`src/rtl/mem_arbiter.sv`:
```
// Single-port RAM arbiter for the MIPS core's instruction and data paths.
// Data has priority and instruction fetch cannot starve. It also holds the LL/SC link register.
module mem_arbiter #(
    parameter int STARVE_MAX = 4
) (
    input  logic        CLK,
    input  logic        nRST,
    input  logic        iREN,
    input  logic [31:0] iaddr,
    output logic        iwait,
    output logic [31:0] iload,
    input  logic        dREN,
    input  logic        dWEN,
    input  logic        datomic,
    input  logic [31:0] daddr,
    input  logic [31:0] dstore,
    output logic        dwait,
    output logic [31:0] dload,
    output logic        ramREN,
    output logic        ramWEN,
    output logic [31:0] ramaddr,
    output logic [31:0] ramstore,
    input  logic [31:0] ramload,
    input  logic [1:0]  ramstate
);

    localparam int          SCNT_W     = (STARVE_MAX < 1) ? 1 : $clog2(STARVE_MAX + 1);
    localparam logic [1:0]  RAM_ACCESS = 2'd2;

    typedef enum logic [1:0] {
        IDLE   = 2'd0,
        DSERV  = 2'd1,
        ISERV  = 2'd2,
        SCFAIL = 2'd3
    } state_e;

    state_e              state_q, state_d;
    logic [SCNT_W-1:0]   scnt_q, scnt_d;
    logic                link_valid_q, link_valid_d;
    logic [29:0]         link_addr_q, link_addr_d;
    // The data operation kind is captured at grant so a withdrawn request still finishes at the RAM.
    logic                op_we_q, op_we_d;
    logic                op_re_q, op_re_d;
    logic                op_atomic_q, op_atomic_d;

    logic d_req;
    logic sc_req;
    logic link_hit;

    assign d_req    = dREN | dWEN;
    assign sc_req   = dWEN & datomic;
    assign link_hit = link_valid_q && (daddr[31:2] == link_addr_q);

    always_comb begin
        // NOTE: every signal gets a default first, so no path through the case can infer a latch.
        state_d      = state_q;
        scnt_d       = scnt_q;
        link_valid_d = link_valid_q;
        link_addr_d  = link_addr_q;
        op_we_d      = op_we_q;
        op_re_d      = op_re_q;
        op_atomic_d  = op_atomic_q;
        iwait        = 1'b1;
        dwait        = 1'b1;
        iload        = '0;
        dload        = '0;
        ramREN       = 1'b0;
        ramWEN       = 1'b0;
        ramaddr      = '0;
        ramstore     = '0;

        unique case (state_q)
            IDLE: begin
                if (!iREN) scnt_d = '0;
                if (sc_req && !link_hit) begin
                    state_d = SCFAIL;
                end else if (d_req && ((scnt_q < SCNT_W'(STARVE_MAX)) || !iREN)) begin
                    state_d     = DSERV;
                    op_we_d     = dWEN;
                    op_re_d     = dREN & ~dWEN;
                    op_atomic_d = datomic;
                end else if (iREN) begin
                    state_d = ISERV;
                end
            end

            DSERV: begin
                ramaddr  = daddr;
                ramWEN   = op_we_q;
                ramREN   = op_re_q;
                ramstore = dstore;
                if (ramstate == RAM_ACCESS) begin
                    dwait   = 1'b0;
                    dload   = (op_we_q && op_atomic_q) ? 32'h1 : ramload;
                    state_d = IDLE;
                    if (iREN && (scnt_q != SCNT_W'(STARVE_MAX))) scnt_d = scnt_q + SCNT_W'(1);
                    if (op_atomic_q) begin
                        if (op_we_q) begin
                            link_valid_d = 1'b0;
                        end else begin
                            link_valid_d = 1'b1;
                            link_addr_d  = daddr[31:2];
                        end
                    end else if (op_we_q && (daddr[31:2] == link_addr_q)) begin
                        link_valid_d = 1'b0;
                    end
                end
            end

            ISERV: begin
                ramaddr = iaddr;
                ramREN  = 1'b1;
                if (ramstate == RAM_ACCESS) begin
                    iwait   = 1'b0;
                    iload   = ramload;
                    scnt_d  = '0;
                    state_d = IDLE;
                end
            end

            SCFAIL: begin
                dwait        = 1'b0;
                dload        = '0;
                link_valid_d = 1'b0;
                state_d      = IDLE;
            end

            default: state_d = IDLE;
        endcase
    end

    always_ff @(posedge CLK or negedge nRST) begin
        if (!nRST) begin
            state_q      <= IDLE;
            scnt_q       <= '0;
            link_valid_q <= 1'b0;
            link_addr_q  <= '0;
            op_we_q      <= 1'b0;
            op_re_q      <= 1'b0;
            op_atomic_q  <= 1'b0;
        end else begin
            // NOTE: non-blocking assignments keep every register update in step with the clock edge.
            state_q      <= state_d;
            scnt_q       <= scnt_d;
            link_valid_q <= link_valid_d;
            link_addr_q  <= link_addr_d;
            op_we_q      <= op_we_d;
            op_re_q      <= op_re_d;
            op_atomic_q  <= op_atomic_d;
        end
    end

endmodule

```
`config.mk`:
```
export PLATFORM = sky130hd
export DESIGN_NAME = mem_arbiter
export DESIGN_NICKNAME = d
export VERILOG_FILES = /design/src/rtl/mem_arbiter.sv
export SDC_FILE = /design/constraint.sdc
export NUM_CORES = 1
export LEC_CHECK = 0
export BUFFER_PORTS_ARGS = -buffer_cell sky130_fd_sc_hd__buf_4
export CAP_MARGIN = 30
export CORE_AREA = 2 2 105 107
export CTS_BUF_LIST = sky130_fd_sc_hd__clkbuf_16
export CTS_CLUSTER_DIAMETER = 100
export DETAILED_ROUTE_END_ITERATION = 8
export DIE_AREA = 0 0 107 109
export GPL_TIMING_DRIVEN = 0
export MAX_ROUTING_LAYER = met4
export PLACE_DENSITY = 0.76
export SLEW_MARGIN = 10
export SYNTH_ARGS = -nofsm -noshare
export SYNTH_HDL_FRONTEND = slang
export SYNTH_SLANG_ARGS = --single-unit
```
`constraint.sdc`:
```
create_clock -name CLK -period 2.8 [get_ports CLK]
set_input_delay 0.56 -clock CLK [delete_from_list [all_inputs] [get_ports CLK]]
set_output_delay 0.56 -clock CLK [all_outputs]
set_load 0.01 [all_outputs]
```
==> results of run 1 <==
## metal layers
metal	vias up	wire length [µm]	GRT usage [%]
li1	1825	-	-
met3	14	595	2.391
met5	-	0	-
met2	128	6426	35.53
met1	1801	5213	26.01
met4	0	219	4.360
## logic make-up (layout without fill, tap and decap cells)
family / Yosys count / after routing / synth area share (%)
AND/OR/NAND/NOR: 167 / 167 / 30.80
multiplexers: 32 / 32 / 10.95
flip-flops: 39 / 39 / 29.77
buffers and inverters: 35 / 310 / 4.962
AO/OA/AOI/OAI: 57 / 57 / 12.82
adder cells (fa/ha/maj): 7 / 7 / 2.672
XOR/XNOR: 30 / 30 / 8.015
## registers in the layout, indices dropped and copies added (netlist names)
| name | count |
|---|---|
| link_addr_q | 30 |
| op_we_q | 1 |
| op_atomic_q | 1 |
| state_q | 2 |
| link_valid_q | 1 |
| scnt_q | 3 |
| op_re_q | 1 |
## final cells by class
cell class	count	area, µm²	share of cell area, %
clock inverter	3	42.54	0.7544
tap	140	175.2	3.106
clock buffer	5	125.1	2.219
sequential	39	975.9	17.31
timing repair buffer	267	2004	35.54
multi-input combinational	293	2143	38.01
inverter	7	26.28	0.4659
buffer	28	146.4	2.596
## synthesized netlist by cell type (2+ instances only)
library cell  instances
and2_1               64
o31ai_1               2
a21oi_1               7
clkbuf_1             17
dfrtp_1              39
a22o_1                4
o31a_1                2
nor2_1                9
mux2_2               28
nor2b_1              36
ha_1                  7
nand4_1               8
clkbuf_2              3
inv_1                 7
nor4_1                2
mux2_1                3
nand3_1               2
nand2_1               8
a22oi_1              33
o21ai_0               2
buf_1                 3
xnor2_1              30
buf_6                 3
and3_1               33
## placed cells by master (no fill, tap or decap), drive strengths merged, types with 9 or more instances in the layout
| master | netlist | final |
|---|---|---|
| a22oi | 33 | 33 |
| dfrtp | 39 | 39 |
| nor2 | 9 | 9 |
| and3 | 33 | 33 |
| mux2 | 31 | 31 |
| nor2b | 36 | 36 |
| buf | 8 | 274 |
| xnor2 | 30 | 30 |
| clkbuf | 20 | 26 |
| and2 | 64 | 64 |
| nand2 | 9 | 9 |
## stage by stage
stage | setup slack [ps] | setup TNS, ps | cell area [µm²] | hold slack (ps) | instances
floorplan | 716.6 | 0 | 3278 | 264.4 | 367
global placement | -99.86 | -641.2 | 5458 | 489.1 | 774
detailed placement | -143.0 | -1087 | 5458 | 497.8 | 774
CTS | 2.751 | 0 | 5629 | 267.0 | 782
global route | 2.842 | 0 | 5639 | 294.5 | 782
finish | 142.2 | 0 | 5639 | 246.4 | 782
## where the power goes
group	total (µW)	internal, µW	leakage [µW]	switching (µW)
sequential	963	792	0.000498	171
clock	662	421	0.0000818	242
combinational	2600	1340	0.00231	1260
## worst max-delay path by stage
| stage | depth (start not counted) | startpoint | to |
|---|---|---|---|
| after floorplan | 6 | state_q[0] | ramaddr[6] |
| after global placement | 7 | state_q[0] | ramaddr[11] |
| after detailed placement | 7 | state_q[0] | ramaddr[6] |
| after CTS | 8 | state_q[1] | dload[23] |
| after global routing | 7 | state_q[1] | ramaddr[13] |
| final | 5 | state_q[0] | ramaddr[22] |
## timing repair
| item | in CTS | in global routing |
|---|---|---|
| endpoints found under the setup margin | 40 | 48 |
| hold buffers | 0 | 0 |
| endpoints found under the hold margin | 0 | 0 |
| gates resized for setup | 3 | 6 |
==> reports/qor.yml, run 1 <==
status:
  status: "finished clean"
cts:
  root_buffer: "clkbuf_16"
  insertion_delay_ps: 280
  htreeDepth: 2
  cts_sinks: 39
  cts_tree: "yes"
  cts.path.max_buffers: 2
  cts_setup_buffers: 0
  cts_buffers: 5
  clkTransAtPathRegs_ps: 60
critical_path:
  reg2reg_depth: 7
  path_cells: "inv_1, ha_1, clkbuf_1, nor2b_1, buf_4"
  cpMaxStageDelayCell: "ha_1"
  end_kind: "primary output"
  r2r_end: "link_addr_q[25]"
  slowest_delay_ps: 480
  crit_type: "reg -> out"
  crit_family: "buffers and inverters"
  crit_buf_inv: 3
  worstPathArrival_ps: 2100
  cp-start-kind: "register"
  rrSetupSlack_ps: 880
  critical_path_required_ps: 2240
  worstPathMaxFanout: 10
  timing.rr.start: "state_q[1]"
global_routing:
  grt-ovfl-total: 0
  antenna_found_initial: 0
  grt_pass1_wl_um: 18460
  grt_usage_pct: 20.53
  grt_pass1_vias: 3516
  grt_max_degree: 40
routing:
  dr.first_iter.drc_count: 170
  drt_pass1_iterations: 4
  ant_nets: 0
  wl_per_cell_um: 15.93
  wl_um: 12450
  vias_per_cell: 4.818
  vias: 3768
  drc: 0
power_and_ir_drop:
  peakVddDrop_uv: 405.7
  powerDensity_nw_per_um2: 749.3
  total_power_uw: 4226
  power_leakage_uw: 0.002886
place:
  gp_congestion: 0.9061
  hpwl_um: 10050
  numPortBuffers: 267
yosys:
  async_flop_share_pct: 100.0
  synth_area_leaders: "dfrtp_1, and2_1, mux2_2, xnor2_1, a22oi_1"
  syn_area_per_cell_um2: 8.932
  synth_top_area_share_pct: 29.77
  ys_seq_elements: 39
  synth_edf_count: 0
  synthFlopType: "dfrtp_1"
  yosys.area.top_type: "dfrtp_1"
  syn_area_um2: 3278
  syn_inst: 367
  ys_seq_area_share_pct: 29.77
  syn_nets: 510
  synth.distinct_cells: 39
  yosysWarnings: 0
timing:
  hold_viol_final: 0
  period_minus_slack_ps: 2658
  fin_skew_ps: 5.186
  setup_viol: 0
  finalCritPeriodShare_pct: 94.92
  rsz0062_at_grt: "no"
  fmax_mhz: 376.3
  relSlewSlack_pct: 63.17
  worst_slew_pin_slew_ps: 552.4
  slew_violations: 0
finish:
  fin_util_pct: 53.19
  nFillCells: 969
  fin_nets: 784
  diodes: 0
  drive_gt1_share_pct: 49.38
  area_growth_pct: 72.02
die:
  die_h_um: 109
  io_pins: 268
  dieArea_um2: 11660
  start_util_pct: 30.92
  rows: 38
  core_area_um2: 10600
  dieWidth_um: 107
min_path:
  hold_path_class: "in -> async"
flow_run:
  cap_violations: 0
No activity file was read; power rests on OpenSTA's default activity.
==> run 2, diff against run 1 <==
--- a/config.mk
+++ b/config.mk
@@ -15,6 +15,7 @@
 export GPL_TIMING_DRIVEN = 0
 export MAX_ROUTING_LAYER = met4
 export PLACE_DENSITY = 0.76
+export RECOVER_POWER = 50
 export SLEW_MARGIN = 10
 export SYNTH_ARGS = -nofsm -noshare
 export SYNTH_HDL_FRONTEND = slang
==> reports/qor.yml, run 2 (synthesis gave the netlist of run 1 again) <==
timing:
  setup_ws_ps: 115.9  # -26.30 ps
  relSlewSlack_pct: -43.35  # -110 points
  worst_slew_pin_slew_ps: 2150  # +1598 ps
  slew_violations: 40  # +40
  period_minus_slack_ps: 2684  # +26.30 ps
  rsz0062_at_grt: "no"
  fmax_mhz: 372.6  # -0.98%
  fin_skew_ps: 5.945  # +0.7591 ps
  tns_ps: 0  # unchanged
  setup_viol: 0  # unchanged
  hold_viol_final: 0  # unchanged
  finalCritPeriodShare_pct: 95.86  # +0.94 points
die:
  die_h_um: 109  # unchanged
  rows: 38  # unchanged
  dieWidth_um: 107  # unchanged
  dieArea_um2: 11660  # unchanged
  io_pins: 268  # unchanged
  core_area_um2: 10600  # unchanged
  start_util_pct: 30.92  # unchanged
power_and_ir_drop:
  power_leakage_uw: 0.002820  # -2.3%
  peakVddDrop_uv: 405.5  # about the same
  powerDensity_nw_per_um2: 751.5  # +0.29%
  total_power_uw: 4187  # -0.91%
critical_path:
  worstPathArrival_ps: 2120  # +20 ps
  worstPathMaxFanout: 10  # unchanged
  end_kind: "primary output"
  cp-start-kind: "register"
  crit_type: "reg -> out"
  rrSetupSlack_ps: 460  # -420 ps
  critical_path_required_ps: 2240  # about the same
finish:
  diodes: 0  # unchanged
  largest_reg_flops: 30  # unchanged
  reg_top3: "link_addr_q (30), scnt_q (3), state_q (2)"
  area_growth_pct: 69.96
  final_cell_mix: "buf_4, and2_1, dfrtp_1, nor2b_1"
  nFillCells: 984  # +1.5%
  final_common_cell: "buf_4"
  layoutNonFillerInstCount: 782  # unchanged
  fin_util_pct: 52.55  # -0.64 points
  fin_nets: 784  # unchanged
  regMostFlops: "link_addr_q"
  drive_gt1_share_pct: 47.35  # -2.0 points
routing:
  drc: 0  # unchanged
  vias_per_cell: 4.798  # -0.42%
  met2WireLength_um: 6509  # +1.3%
  wl_met3_um: 568  # -4.5%
  ant_nets: 0  # unchanged
  wl_met1_um: 5213  # unchanged
  drt_pass1_iterations: 4  # unchanged
  dr.first_iter.drc_count: 186  # +9.4%
  vias: 3752  # -0.42%
  wl_per_cell_um: 15.91  # about the same
  top_layer: "met4"
  wl_um: 12440  # about the same
cts:
  root_buffer: "clkbuf_16"
  cts_sinks: 39  # unchanged
  cts_buffers: 5  # unchanged
  clkTransAtPathRegs_ps: 60  # about the same
  insertion_delay_ps: 280  # about the same
  htreeDepth: 2  # unchanged
  cts_tree: "yes"
  cts.path.max_buffers: 2  # unchanged
status:
  violations: "capacitance limit, slew limit"
  status: "finished, violations left"
global_routing:
  grt_max_degree: 40  # unchanged
  grt_pass1_vias: 3516  # unchanged
  grt_pass1_wl_um: 18460  # unchanged
  grt-ovfl-total: 0  # unchanged
  antenna_found_initial: 0  # unchanged
  grt_usage_pct: 20.53  # unchanged
place:
  gp_congestion: 0.9061  # unchanged
  numPortBuffers: 267  # unchanged
  hpwl_um: 10050  # unchanged
  place_ws_ps: -143.0  # unchanged
  dp.cells: 774  # unchanged
flow_run:
  cap_violations: 1  # +1
min_path:
  hold_path_class: "reg -> reg"
[run 2: path summary, 6_finish.rpt]
check	startpoint	end	cells after the start
hold reg to reg	link_addr_q[21]	link_addr_q[21]	1
min in group asynchronous	nRST	link_addr_q[14]	1
hold / removal	link_addr_q[21]	link_addr_q[21]	1
setup reg to reg	state_q[1]	link_addr_q[19]	7
max in group asynchronous	nRST	link_addr_q[2]	1
setup / recovery	state_q[0]	ramaddr[6]	7
[run 2: layout make-up]
| class | instances | area [µm²] | share of cell area, % |
|---|---|---|---|
| Buffer | 28 | 123.9 | 2.223 |
| Clock buffer | 5 | 125.1 | 2.246 |
| Clock inverter | 3 | 42.54 | 0.7635 |
| Inverter | 7 | 26.28 | 0.4716 |
| Multi-Input combinational cell | 293 | 2132 | 38.27 |
| Sequential cell | 39 | 975.9 | 17.52 |
| Tap cell | 140 | 175.2 | 3.144 |
| Timing Repair Buffer | 267 | 1971 | 35.37 |
[run 2: stage by stage]
step	hold WS [ps]	instance area, µm²
after floorplan	264.4	3278
after global placement	489.1	5458
after detailed placement	497.8	5458
after CTS	267.0	5629
after global routing	528.6	5572
final	507.0	5572
[run 2: what timing repair did]
| item | in CTS | in global routing |
|---|---|---|
| buffers inserted | 0 | 0 |
| gates resized for setup | 3 | 6 |
| hold buffers | 0 | 0 |
| endpoints found under the setup margin | 40 | 48 |
[run 2: worst max-delay path: stages (launching register included)]
cell and delay, ps:
dfrtp_1 400, inv_1 130, ha_1 250, clkbuf_2 330, clkbuf_4 320, a22oi_1 100
nor2b_1 160, buf_4 140
[run 2: where the power goes]
part,switching (µW),total [µW],internal [µW]
combinational,1260,2570,1310
sequential,168,959,791
clock,242,662,421
total,1670,4190,2520
[run 2: per-layer routing]
metal,GRT usage (%),vias to the layer above
met5,-,-
met2,35.53,125
met4,4.360,0
met1,26.01,1793
met3,2.391,11
li1,-,1823
